==> src/rtl/ov7670_pkg.sv <==
// ov7670_pkg: shared state encoding and reserved ROM codes for the OV7670 SCCB configurator.
package ov7670_pkg;
  typedef enum logic [3:0] {IDLE, FETCH, DECODE, START, BYTE, STOP, GAP, DELAY, DONE} sccb_state_t;
  localparam logic [15:0] SCCB_END = 16'hFFFF;
  localparam logic [15:0] SCCB_DELAY = 16'hFFF0;
  localparam logic [7:0] OV7670_ID = 8'h42;
endpackage

==> src/rtl/sccb_quarter_tick.sv <==
// sccb_quarter_tick: one-cycle tick every QTR cycles, realigned by restart_i.
module sccb_quarter_tick #(
  parameter int QTR = 250
) (
  input  logic clk_i,
  input  logic reset_ni,
  input  logic restart_i,
  output logic tick_o
);
  localparam int W = QTR > 1 ? $clog2(QTR) : 1;
  logic [W-1:0] cnt;
  always_ff @(posedge clk_i or negedge reset_ni) begin
    if (!reset_ni) begin
      cnt <= W'(QTR - 1);
      tick_o <= 1'b0;
    end else begin
      tick_o <= !restart_i && cnt == '0;
      cnt <= restart_i || cnt == '0 ? W'(QTR - 1) : cnt - W'(1);
    end
  end
endmodule

==> src/rtl/ov7670_sccb_config.sv <==
// ov7670_sccb_config: walks the OV7670 config ROM and writes each entry as a 3-phase SCCB write.
// Define SCCB_ACK_CHECK_EN to sample the 9th bit of each phase and abort with error_o on NACK.
module ov7670_sccb_config
  import ov7670_pkg::*;
#(
  parameter int CLK_FREQ_HZ = 100_000_000,
  parameter int SCCB_FREQ_HZ = 100_000,
  parameter logic [7:0] DEVICE_ID = OV7670_ID,
  parameter int DELAY_CYCLES = 1_000_000,
  parameter int ROM_AW = 8
) (
  input  logic              clk_i,
  input  logic              reset_ni,
  input  logic              start_i,
  output logic [ROM_AW-1:0] rom_addr_o,
  input  logic [15:0]       rom_data_i,
  output logic              sioc_o,
  output logic              siod_o,
  output logic              siod_oe_o,
  input  logic              siod_i,
  output logic              busy_o,
  output logic              done_o,
  output logic              error_o
);
  localparam int QTR = CLK_FREQ_HZ / (4 * SCCB_FREQ_HZ);
  localparam int DW = $clog2(DELAY_CYCLES + 1);
  sccb_state_t state, state_d;
  logic [1:0] q, q_d, phase, phase_d;
  logic [3:0] bit_cnt, bit_d;
  logic [7:0] sh, sh_d;
  logic [15:0] ent, ent_d;
  logic [DW-1:0] dly, dly_d;
  logic [ROM_AW-1:0] addr_d;
  logic busy_d, done_d, err_d, sioc_d, siod_d, oe_d;
  logic tick, restart, adv, at_end, nack;

`ifdef SCCB_ACK_CHECK_EN
  assign nack = siod_i;
`else
  logic unused_siod;
  assign unused_siod = siod_i;
  assign nack = 1'b0;
`endif

  sccb_quarter_tick #(.QTR(QTR)) u_tick (
    .clk_i(clk_i),
    .reset_ni(reset_ni),
    .restart_i(restart),
    .tick_o(tick)
  );

  assign at_end = rom_addr_o == {ROM_AW{1'b1}};

  always_comb begin
    state_d = state;
    q_d = q;
    bit_d = bit_cnt;
    phase_d = phase;
    sh_d = sh;
    ent_d = ent;
    dly_d = dly;
    addr_d = rom_addr_o;
    busy_d = busy_o;
    done_d = done_o;
    err_d = error_o;
    restart = 1'b0;
    adv = 1'b0;
    case (state)
      IDLE, DONE: begin
        state_d = start_i ? FETCH : IDLE;
        if (start_i) begin
          addr_d = '0;
          busy_d = 1'b1;
          done_d = 1'b0;
          err_d = 1'b0;
        end
      end
      FETCH: state_d = DECODE;
      DECODE: begin
        state_d = rom_data_i == SCCB_END ? DONE : rom_data_i == SCCB_DELAY ? DELAY : START;
        dly_d = DW'(DELAY_CYCLES - 1);
        ent_d = rom_data_i;
        q_d = '0;
        restart = state_d == START;
      end
      START: if (tick) begin
        q_d = q == 2'd2 ? 2'd0 : q + 2'd1;
        if (q == 2'd2) begin
          state_d = BYTE;
          bit_d = '0;
          phase_d = '0;
          sh_d = DEVICE_ID;
        end
      end
      BYTE: if (tick) begin
        q_d = q + 2'd1;
        // the 9th bit is sampled mid-high, at the Q2->Q3 boundary
        if (q == 2'd2 && bit_cnt == 4'd8 && nack) err_d = 1'b1;
        if (q == 2'd3) begin
          bit_d = bit_cnt == 4'd8 ? 4'd0 : bit_cnt + 4'd1;
          phase_d = bit_cnt == 4'd8 ? phase + 2'd1 : phase;
          sh_d = bit_cnt != 4'd8 ? {sh[6:0], 1'b0} : phase == 2'd0 ? ent[15:8] : ent[7:0];
          if (bit_cnt == 4'd8 && (phase == 2'd2 || error_o)) state_d = STOP;
        end
      end
      STOP: if (tick) begin
        q_d = q == 2'd2 ? 2'd0 : q + 2'd1;
        if (q == 2'd2) state_d = error_o ? DONE : GAP;
      end
      GAP: if (tick) begin
        q_d = q + 2'd1;
        adv = q == 2'd3;
      end
      DELAY: begin
        dly_d = dly - DW'(1);
        adv = dly == '0;
      end
      default: state_d = IDLE;
    endcase
    // the last ROM slot finishes the list instead of wrapping to 0
    if (adv) begin
      state_d = at_end ? DONE : FETCH;
      addr_d = rom_addr_o + ROM_AW'(!at_end);
    end
    if (state_d == DONE) begin
      busy_d = 1'b0;
      done_d = 1'b1;
    end
    sioc_d = state_d == BYTE ? q_d[1] : state_d == START ? q_d != 2'd2 : state_d == STOP ? q_d != 2'd0 : 1'b1;
    siod_d = state_d == BYTE ? bit_d == 4'd8 || sh_d[7] : state_d == START ? q_d == 2'd0 : state_d == STOP ? q_d == 2'd2 : 1'b1;
    oe_d = !(state_d == BYTE && bit_d == 4'd8);
  end

  always_ff @(posedge clk_i or negedge reset_ni) begin
    if (!reset_ni) begin
      state <= IDLE;
      q <= '0;
      bit_cnt <= '0;
      phase <= '0;
      sh <= '0;
      ent <= '0;
      dly <= '0;
      rom_addr_o <= '0;
      busy_o <= 1'b0;
      done_o <= 1'b0;
      error_o <= 1'b0;
      sioc_o <= 1'b1;
      siod_o <= 1'b1;
      siod_oe_o <= 1'b1;
    end else begin
      state <= state_d;
      q <= q_d;
      bit_cnt <= bit_d;
      phase <= phase_d;
      sh <= sh_d;
      ent <= ent_d;
      dly <= dly_d;
      rom_addr_o <= addr_d;
      busy_o <= busy_d;
      done_o <= done_d;
      error_o <= err_d;
      sioc_o <= sioc_d;
      siod_o <= siod_d;
      siod_oe_o <= oe_d;
    end
  end
endmodule

==> config.mk <==
export PLATFORM = sky130hd
export DESIGN_NAME = ov7670_sccb_config
export DESIGN_NICKNAME = d
export VERILOG_FILES = /design/src/rtl/ov7670_pkg.sv /design/src/rtl/sccb_quarter_tick.sv /design/src/rtl/ov7670_sccb_config.sv
export SDC_FILE = /design/constraint.sdc
export NUM_CORES = 1
export LEC_CHECK = 0
export ABC_CLOCK_PERIOD_IN_PS = 4000
export CAP_MARGIN = 15
export CORE_MARGIN = 2
export CORE_UTILIZATION = 50
export DETAILED_ROUTE_END_ITERATION = 12
export GPL_TIMING_DRIVEN = 0
export MAX_ROUTING_LAYER = met4
export PLACE_DENSITY = 0.76
export SYNTH_ARGS = -nofsm -noshare
export SYNTH_HDL_FRONTEND = slang
export SYNTH_HIERARCHICAL = 1
export SYNTH_SLANG_ARGS = --single-unit
==> constraint.sdc <==
create_clock -name clk_i -period 4 [get_ports clk_i]
set_input_delay 0.6 -clock clk_i [delete_from_list [all_inputs] [get_ports clk_i]]
set_output_delay 0.6 -clock clk_i [all_outputs]
set_load 0.1 [all_outputs]
==> impl_metrics.ini, run 1 <==
[die]
rows = 33
die_w_um = 96.6
core-area_mm2 = 0.00826
start_util = 0.519
die_y_um = 96.6
dieArea_mm2 = 0.00933
ios = 34

[finish]
register_area_mm2 = 0.00196
diodes = 0
layout.nets = 535
synthToLayoutAreaGrowth_pct = 15.2
drive_gt1_frac = 0.0968
postLayoutCellArea_mm2 = 0.00494
fin_util = 0.598
nFillCells = 708
multiInputGateArea_mm2 = 0.00214

[clocking]
cts.clk_slew.worst_paths_ns = 0.10
htree_num_levels = 3
postCtsSetupBuffers = 0
cts_sinks = 78
cts.path.max_buffers = 2
postCtsHoldBufs = 0
cts-root-buf = clkbuf_8
cts-resized-gates = 0
tritoncts = done
numCtsBuffers = 9
clkLatencyLatePin_ns = 0.36

[placed_design]
place_congestion = 0.842
placed_area_mm2 = 0.00475
io_buffers = 31
dpl.hpwl_mm = 6.86
pre_cts_slack_ns = 1.03

[route]
drt_iter0_markers = 149
final_antenna_net_count = 0
first_pass_iters = 4
post_drt_wl_per_cell_um = 15.2
drcViolationCount = 0
vias_per_cell = 5.79
vias = 3538
routed_wl_mm = 9.32

[timing]
hold_viol = 0
clock_skew_ns = 0.0123
min_period_over_period = 0.650
worst_pin_slew_ns = 0.984
tns_ns = 0
min_period_ns = 2.60
fmax_ghz = 0.385
drv_slew = 0
rsz0062_at_grt = no
relSlewSlack = 0.342
setup_slack_ns = 1.40
setup_viol = 0

[logic_synthesis]
syn_avg_cell_area_um2 = 9.36
synth_common_cells = nand2_1 (79), dfrtp_1 (69), o21ai_0 (32), nor2_1 (30), inv_1 (19)
netlist.area_leader.share = 0.403
ys_warn_count = 6
synth_edf_count = 0
synth.net_count = 492
yosys-top-cells-area = dfrtp_1 (40%), nand2_1 (6.9%), dfstp_2 (5.5%)
ys.flop_type = dfrtp_1
ys_seq_area_frac = 0.458
ys_ff_latch = 78
syn_area_mm2 = 0.00429
yosys.area.top_type = dfrtp_1
synth_cell_type_count = 73
yosysMostFrequentCell = nand2_1
postSynth.asyncResetShare = 1.00
syn_inst = 458

[power_and_ir_drop]
total_power_mw = 2.54
p_per_area_mw_per_mm2 = 515
p_leak_nw = 2.17
ir_worst_vdd_mv = 0.309

[global_route]
overflow = 0
grt_use_total = 0.222
grt_pass1_vias = 3365
grt_antenna_before_repair = 0
grt_start_max_net_pins = 50
grt_pass1_wl_mm = 15.6

[run]
cap_violations = 0

[worst_setup_path]
critPathLaunchType = input pin
worst_ep_required_time_ns = 4.26
path_class = input pin to register
r2r_end = u_tick/cnt[7]
arrival_ns = 2.85
end_kind = register
r2r.worst_path.cells = 10
worstReg2RegStart = state[2]
r2r_slack_ns = 1.44
crit_fanout = 4

[worst_hold_path]
hold_class = input pin to async pin

[outcome]
status = finished clean
per-stage QoR:
step	cells	hold WS (ns)
4_1_cts	611	0.171
5_1_grt	611	0.178
6_report	611	0.164
3_5_place_dp	595	0.454
2_1_floorplan	458	0.304
3_3_place_gp	594	0.450
cells by family after synthesis:
group	count (synthesis)	share of synthesized area
flip-flops	78	0.458
XOR/XNOR	5	0.0102
buffers and inverters	42	0.0423
multiplexers	17	0.0400
AND/OR/NAND/NOR	206	0.254
AO/OA/AOI/OAI	95	0.154
adder cells (fa/ha/maj)	14	0.0409
other	1	0.000875
power by group:
part	internal (mW)	switching (mW)	total, mW
Sequential	0.947	0.129	1.08
Clock	0.237	0.333	0.570
Combinational	0.283	0.615	0.897
Total	1.47	1.08	2.54
critical path, cell delays in order:
cell and delay [ns]:
clkdlybuf4s50_1 0.51, and4_1 0.24, or4b_4 0.51, a221o_1 0.43, or2_4 0.27, a211oi_1 0.22
a41oi_1 0.07
layer usage:
layer | GRT usage | up-vias | wire length (um)
met1 | 0.278 | 1722 | 4220
met2 | 0.360 | 55 | 4660
li1 | - | 1741 | -
met3 | 0.0396 | 20 | 289
met4 | 0.0892 | 0 | 145
met5 | - | - | 0
cell usage in the layout (no fill, tap or decap), types with 3 or more instances in the layout:
cell,netlist,routed
or3_1,5,5
nor3b_1,3,3
nor2_1,30,30
o21a_1,3,3
nand2b_1,3,3
clkbuf_1,14,14
nor2b_1,5,5
dfrtp_1,69,69
o211ai_1,6,6
a22o_1,5,5
nor4_1,6,6
buf_4,3,4
a21oi_1,12,12
clkbuf_8,0,9
nand4_1,6,6
inv_6,0,3
nand3_1,15,15
o311ai_0,3,3
xnor2_1,4,4
a211oi_1,3,3
nand2_1,79,79
and4b_1,4,4
or4_1,6,6
o21ai_0,32,32
dfstp_2,9,9
buf_2,4,4
and3_1,5,5
nor3_1,16,16
o31ai_1,4,4
ha_1,14,14
clkdlybuf4s50_1,0,30
mux2i_1,16,16
inv_1,19,19
worst max path at each step:
stage                  start            end  depth (start not counted)  slack, ns
2_1_floorplan  rom_addr_o[6]  rom_addr_o[6]                          9       1.40
3_3_place_gp        reset_ni        dly[17]                          1      -0.40
3_5_place_dp   rom_data_i[0]         sioc_o                          7       1.03
4_1_cts               sioc_o         sioc_o                          1       1.40
5_1_grt             state[2]  u_tick/cnt[7]                         10       1.14
6_report       rom_data_i[0]         sioc_o                          7       1.40
state kept, by name, summed over array words and instances, names as in the netlist:
| register | cells |
|---|---|
| state | 4 |
| u_tick/tick_o | 1 |
| done_o | 1 |
| siod_oe_o | 1 |
| ent | 16 |
| phase | 2 |
| dly | 20 |
| sioc_o | 1 |
| rom_addr_o | 8 |
| siod_o | 1 |
| u_tick/cnt | 8 |
| q | 2 |
| sh | 8 |
| bit_cnt | 4 |
| busy_o | 1 |
final cells by class:
type	instances	share of cell area
Clock inverter	7	0.0124
Tap cell	105	0.0266
Multi-Input combinational cell	338	0.434
Buffer	23	0.0223
Clock buffer	9	0.0251
Inverter	19	0.0144
Timing Repair Buffer	32	0.0679
Sequential cell	78	0.398
Note: power is estimated with default switching activity, not from simulation.
==> inputs of run 2 (changes only) <==
--- a/config.mk
+++ b/config.mk
@@ -5,14 +5,14 @@
 export SDC_FILE = /design/constraint.sdc
 export NUM_CORES = 1
 export LEC_CHECK = 0
-export ABC_CLOCK_PERIOD_IN_PS = 4000
+export ABC_CLOCK_PERIOD_IN_PS = 2220
 export CAP_MARGIN = 15
 export CORE_MARGIN = 2
 export CORE_UTILIZATION = 50
 export DETAILED_ROUTE_END_ITERATION = 12
 export GPL_TIMING_DRIVEN = 0
 export MAX_ROUTING_LAYER = met4
-export PLACE_DENSITY = 0.76
+export PLACE_DENSITY = 0.79
 export SYNTH_ARGS = -nofsm -noshare
 export SYNTH_HDL_FRONTEND = slang
 export SYNTH_HIERARCHICAL = 1
==> constraint.sdc (replaced) <==
create_clock -name clk_i -period 2.22 [get_ports clk_i]
set_input_delay 0.333 -clock clk_i [delete_from_list [all_inputs] [get_ports clk_i]]
set_output_delay 0.333 -clock clk_i [all_outputs]
set_load 0.1 [all_outputs]
==> impl_metrics.ini, run 2 (synthesis gave the netlist of run 1 again) <==
[global_route]
grt_pass1_vias = 3560
grt_start_max_net_pins = 49
grt_antenna_before_repair = 0
grt_pass1_wl_mm = 16.5
overflow = 0
grt_use_total = 0.236

[worst_hold_path]
hold_class = input pin to register
min-delay-start = rom_data_i[4]

[worst_setup_path]
critPathLaunchType = register
crit_fanout = 10
arrival_ns = 2.54
worst_ep_required_time_ns = 2.50
startpoint = state[1]
worstReg2RegStart = state[1]
end_kind = register
path_class = register to register

[outcome]
failed_checks = setup timing
status = complete, but fails checks

[finish]
mostFrequentLayoutCell = nand2_1
largestRegisters = dly: 20 flops, ent: 16 flops
layout.nets = 555
largest_reg_flops = 20
diodes = 0
drive_gt1_frac = 0.219
top_register = dly
synthToLayoutAreaGrowth_pct = 25.4
layout_common_cells = nand2_1 (79), dfrtp_1 (57), nor2_1 (29)

[power_and_ir_drop]
p_per_area_mw_per_mm2 = 903
p_leak_nw = 2.49
ir_worst_vdd_mv = 0.595

[route]
final_antenna_net_count = 0
post_drt_wl_per_cell_um = 16.5
drcViolationCount = 0
first_pass_iters = 5
drt_iter0_markers = 213
routed_wl_mm = 10.4
vias_per_cell = 5.88
vias = 3711

[timing]
tns_ns = -0.133
fmax_ghz = 0.442
worst_pin_slew_ns = 0.971
setup_viol = 5
whs_ns = 0.221
relSlewSlack = 0.352
rsz0062_at_grt = yes
drv_slew = 0
min_period_ns = 2.26
hold_viol = 0
min_period_over_period = 1.02
setup_slack_ns = -0.0407
clock_skew_ns = 0.0101

[clocking]
tritoncts = done
cts_sinks = 78
htree_num_levels = 3
cts-root-buf = clkbuf_8
cts.clk_slew.worst_paths_ns = 0.08
numCtsBuffers = 9
cts.path.max_buffers = 2
clkLatencyLatePin_ns = 0.36

[die]
rows = 33
dieArea_mm2 = 0.00933
start_util = 0.519
core-area_mm2 = 0.00826
die_y_um = 96.6
die_w_um = 96.6
ios = 34

[placed_design]
place_congestion = 0.867
dpl.hpwl_mm = 6.99
pre_cts_slack_ns = -0.482
io_buffers = 31

[run]
cap_violations = 0
[run 2: changes by cell type in the layout (fill, tap and decap cells not counted), moves of 3 or more]
cell and change:
buf_4 +23, dfrtp_4 +8, o21ai_0 -5, dlygate4sd2_1 +11
dfrtp_1 -12, clkdlybuf4s50_1 -26, clkbuf_2 +3, o21ai_1 +4
dfrtp_2 +4, clkbuf_1 -7, dlymetal6s2s_1 +15, inv_6 -3
[run 2: layout make-up]
| type | instances | area (um^2) |
|---|---|---|
| fill | 653 | 2880 |
| multi-input combinational | 338 | 2310 |
| sequential | 78 | 2000 |
| timing repair buffer | 57 | 549 |
| tap | 105 | 131 |
| clock buffer | 10 | 128 |
| buffer | 18 | 106 |
| clock inverter | 6 | 86.3 |
| inverter | 19 | 71.3 |
[run 2: worst max-delay path, cell delays in order (launching register included)]
cell and delay, ns:
dfrtp_1 0.36, buf_6 0.14, nand4b_1 0.17, or4_4 0.48, or2_1 0.24, or4_4 0.44, nor3_4 0.14, mux2i_1 0.20
[run 2: layer usage]
| metal | vias up | GRT usage | wire length (um) |
|---|---|---|---|
| met4 | 0 | 0.109 | 223 |
| met2 | 88 | 0.388 | 5330 |
| li1 | 1773 | - | - |
| met3 | 21 | 0.0349 | 358 |
| met5 | - | - | 0 |
| met1 | 1829 | 0.288 | 4520 |
[run 2: per-stage QoR]
stage	cells	cell area [um^2]	util	total power [mW]
finish	631	5380	0.651	4.85
detailed placement	595	4780	0.579	3.60
floorplan	458	4320	-	3.13
global placement	594	4760	0.576	3.52
global route	631	5380	0.651	5.13
CTS	614	5090	0.617	4.80
[run 2: report_power, final]
group	total [mW]	internal (mW)	switching, mW
combinational	1.70	0.554	1.15
clock	1.18	0.632	0.548
sequential	1.97	1.74	0.232
[run 2: timing repair]
action	CTS	global route
setup buffers	3	21
resized for setup	34	47
endpoints found under the hold margin	28	0
pin swaps	4	10
hold buffers	1	0
setup endpoints to repair	34	43
gates cloned	0	0
[run 2: path summary, 6_finish.rpt]
check	to	slack, ns	depth (start not counted)
max	dly[9]	-0.04	7
min	ent[4]	0.22	3
max reg2reg	dly[9]	-0.04	7
min reg2reg	u_tick/cnt[0]	0.47	1
max in group asynchronous	u_tick/cnt[4]	1.13	3
min in group asynchronous	sh[0]	0.45	2
==> inputs of run 3 (changes only) <==
--- a/config.mk
+++ b/config.mk
@@ -7,7 +7,6 @@
 export LEC_CHECK = 0
 export ABC_CLOCK_PERIOD_IN_PS = 2220
 export CAP_MARGIN = 15
-export CORE_MARGIN = 2
 export CORE_UTILIZATION = 50
 export DETAILED_ROUTE_END_ITERATION = 12
 export GPL_TIMING_DRIVEN = 0
==> impl_metrics.ini, run 3 (synthesis gave the netlist of run 1 again) <==
[worst_hold_path]
hold_depth = 3
hold_class = input pin to register
min-delay-start = rom_data_i[11]
min_to = ent[11]

[worst_setup_path]
r2r_end = dly[9]
crit_fanout = 7
arrival_ns = 2.56
r2r.worst_path.cells = 6
worstReg2RegStart = state[3]
worst_ep_required_time_ns = 2.51
critPathLaunchType = register
path_class = register to register
r2r_slack_ns = -0.05
end_kind = register

[route]
first_pass_iters = 4
drcViolationCount = 0
drt_iter0_markers = 199
final_antenna_net_count = 0
post_drt_wl_per_cell_um = 15.6
vias_per_cell = 5.83
routed_wl_mm = 9.62
vias = 3606

[global_route]
grt_pass1_wl_mm = 16.3
grt_antenna_before_repair = 0
overflow = 0
grt_start_max_net_pins = 49
grt_use_total = 0.242
grt_pass1_vias = 3543

[clocking]
cts.path.max_buffers = 2
numCtsBuffers = 9
cts.clk_slew.worst_paths_ns = 0.09
htree_num_levels = 3
clkLatencyLatePin_ns = 0.36
cts-root-buf = clkbuf_8
tritoncts = done
cts_sinks = 78

[timing]
min_period_ns = 2.27
worst_pin_slew_ns = 0.971
fmax_ghz = 0.441
relSlewSlack = 0.351
min_period_over_period = 1.02
hold_viol = 0
drv_slew = 0
setup_viol = 2
rsz0062_at_grt = yes
clock_skew_ns = 0.00842
setup_slack_ns = -0.0498

[finish]
fin_cells = 618
largestRegisters = dly: 20 flops, ent: 16 flops
drive_gt1_frac = 0.199
mostFrequentLayoutCell = nand2_1
postLayoutCellArea_mm2 = 0.00525
layout_common_cells = nand2_1 (79), dfrtp_1 (57), o21ai_0 (30)
diodes = 0
largest_reg_flops = 20
synthToLayoutAreaGrowth_pct = 22.6
layout.nets = 542
top_register = dly
nFillCells = 674
fin_util = 0.636

[placed_design]
place_inst = 595
dpl.hpwl_mm = 6.95
placed_area_mm2 = 0.00478
io_buffers = 31
place_congestion = 0.877

[power_and_ir_drop]
internal_power_mw = 2.72
clkPwrFrac = 0.218
p_switching_mw = 1.97
ir_worst_vdd_mv = 0.595
seqPwrFrac = 0.418
p_leak_nw = 2.38
switching_share = 0.420
p_per_area_mw_per_mm2 = 894
total_power_mw = 4.70
p_comb_frac = 0.364

[die]
rows = 33
die_y_um = 94.6
ios = 34
die_w_um = 94.6
core-area_mm2 = 0.00826
dieArea_mm2 = 0.00895
start_util = 0.519

[outcome]
status = complete, but fails checks
failed_checks = setup timing

[run]
cap_violations = 0
run 3: worst max-delay path, stage by stage, from the launching register on:
cell and delay [ns]:
dfrtp_2 0.47, nand4b_1 0.25, or4_4 0.46, or2_1 0.24
or4_4 0.45, nor3_4 0.14, mux2i_1 0.19
run 3: what timing repair did:
action                                 CTS  global route
gates cloned                             0             0
hold buffers                             1             0
setup endpoints to repair               30            38
setup buffers                            6             6
pin swaps                                5             8
endpoints found under the hold margin   28             0
gates resized for setup                 36            38
run 3: metal layers:
| layer | GRT usage | up-vias | part of all wire |
|---|---|---|---|
| met3 | 0.0386 | 15 | 0.038 |
| met2 | 0.396 | 82 | 0.51 |
| met4 | 0.0960 | 0 | 0.014 |
| met5 | - | - | 0 |
| li1 | - | 1749 | - |
| met1 | 0.302 | 1760 | 0.44 |
run 3: how the worst max path moves through the flow:
| stage | start | endpoint | depth (start not counted) |
|---|---|---|---|
| after floorplan | rom_addr_o[6] | rom_addr_o[6] | 9 |
| after global placement | reset_ni | rom_addr_o[7] | 1 |
| after detailed placement | rom_data_i[0] | sioc_o | 7 |
| after CTS | state[3] | dly[9] | 6 |
| after global routing | state[3] | dly[9] | 6 |
| final | state[3] | dly[9] | 6 |
run 3: cell type report:
cell class | instances | area, um^2 | area share
repair buffers | 45 | 450 | 0.0857
plain buffers | 17 | 101 | 0.0193
flip-flops and latches | 78 | 2000 | 0.380
clock inverters | 7 | 62.6 | 0.0119
multi-input cells | 338 | 2310 | 0.440
well taps | 105 | 131 | 0.0250
inverters | 19 | 73.8 | 0.0141
clock buffers | 9 | 124 | 0.0236
run 3: power groups by stage:
stage | registers [mW] | clock network, mW | logic, mW
finish | 1.97 | 1.03 | 1.71
CTS | 1.97 | 1.04 | 1.65
global placement | 1.97 | 0 | 1.56
floorplan | 2.29 | 0 | 0.846
detailed placement | 1.99 | 0 | 1.61
global route | 2.01 | 1.10 | 1.88
run 3: through the flow:
stage	worst slack (ns)	hold slack, ns	setup TNS [ns]
2_1_floorplan	0.0475	0.0374	0
4_1_cts	-0.107	0.443	-0.197
3_3_place_gp	-2.43	0.445	-146.94
5_1_grt	-0.111	0.200	-0.378
3_5_place_dp	-0.473	0.293	-3.24
6_report	-0.0498	0.201	-0.0646
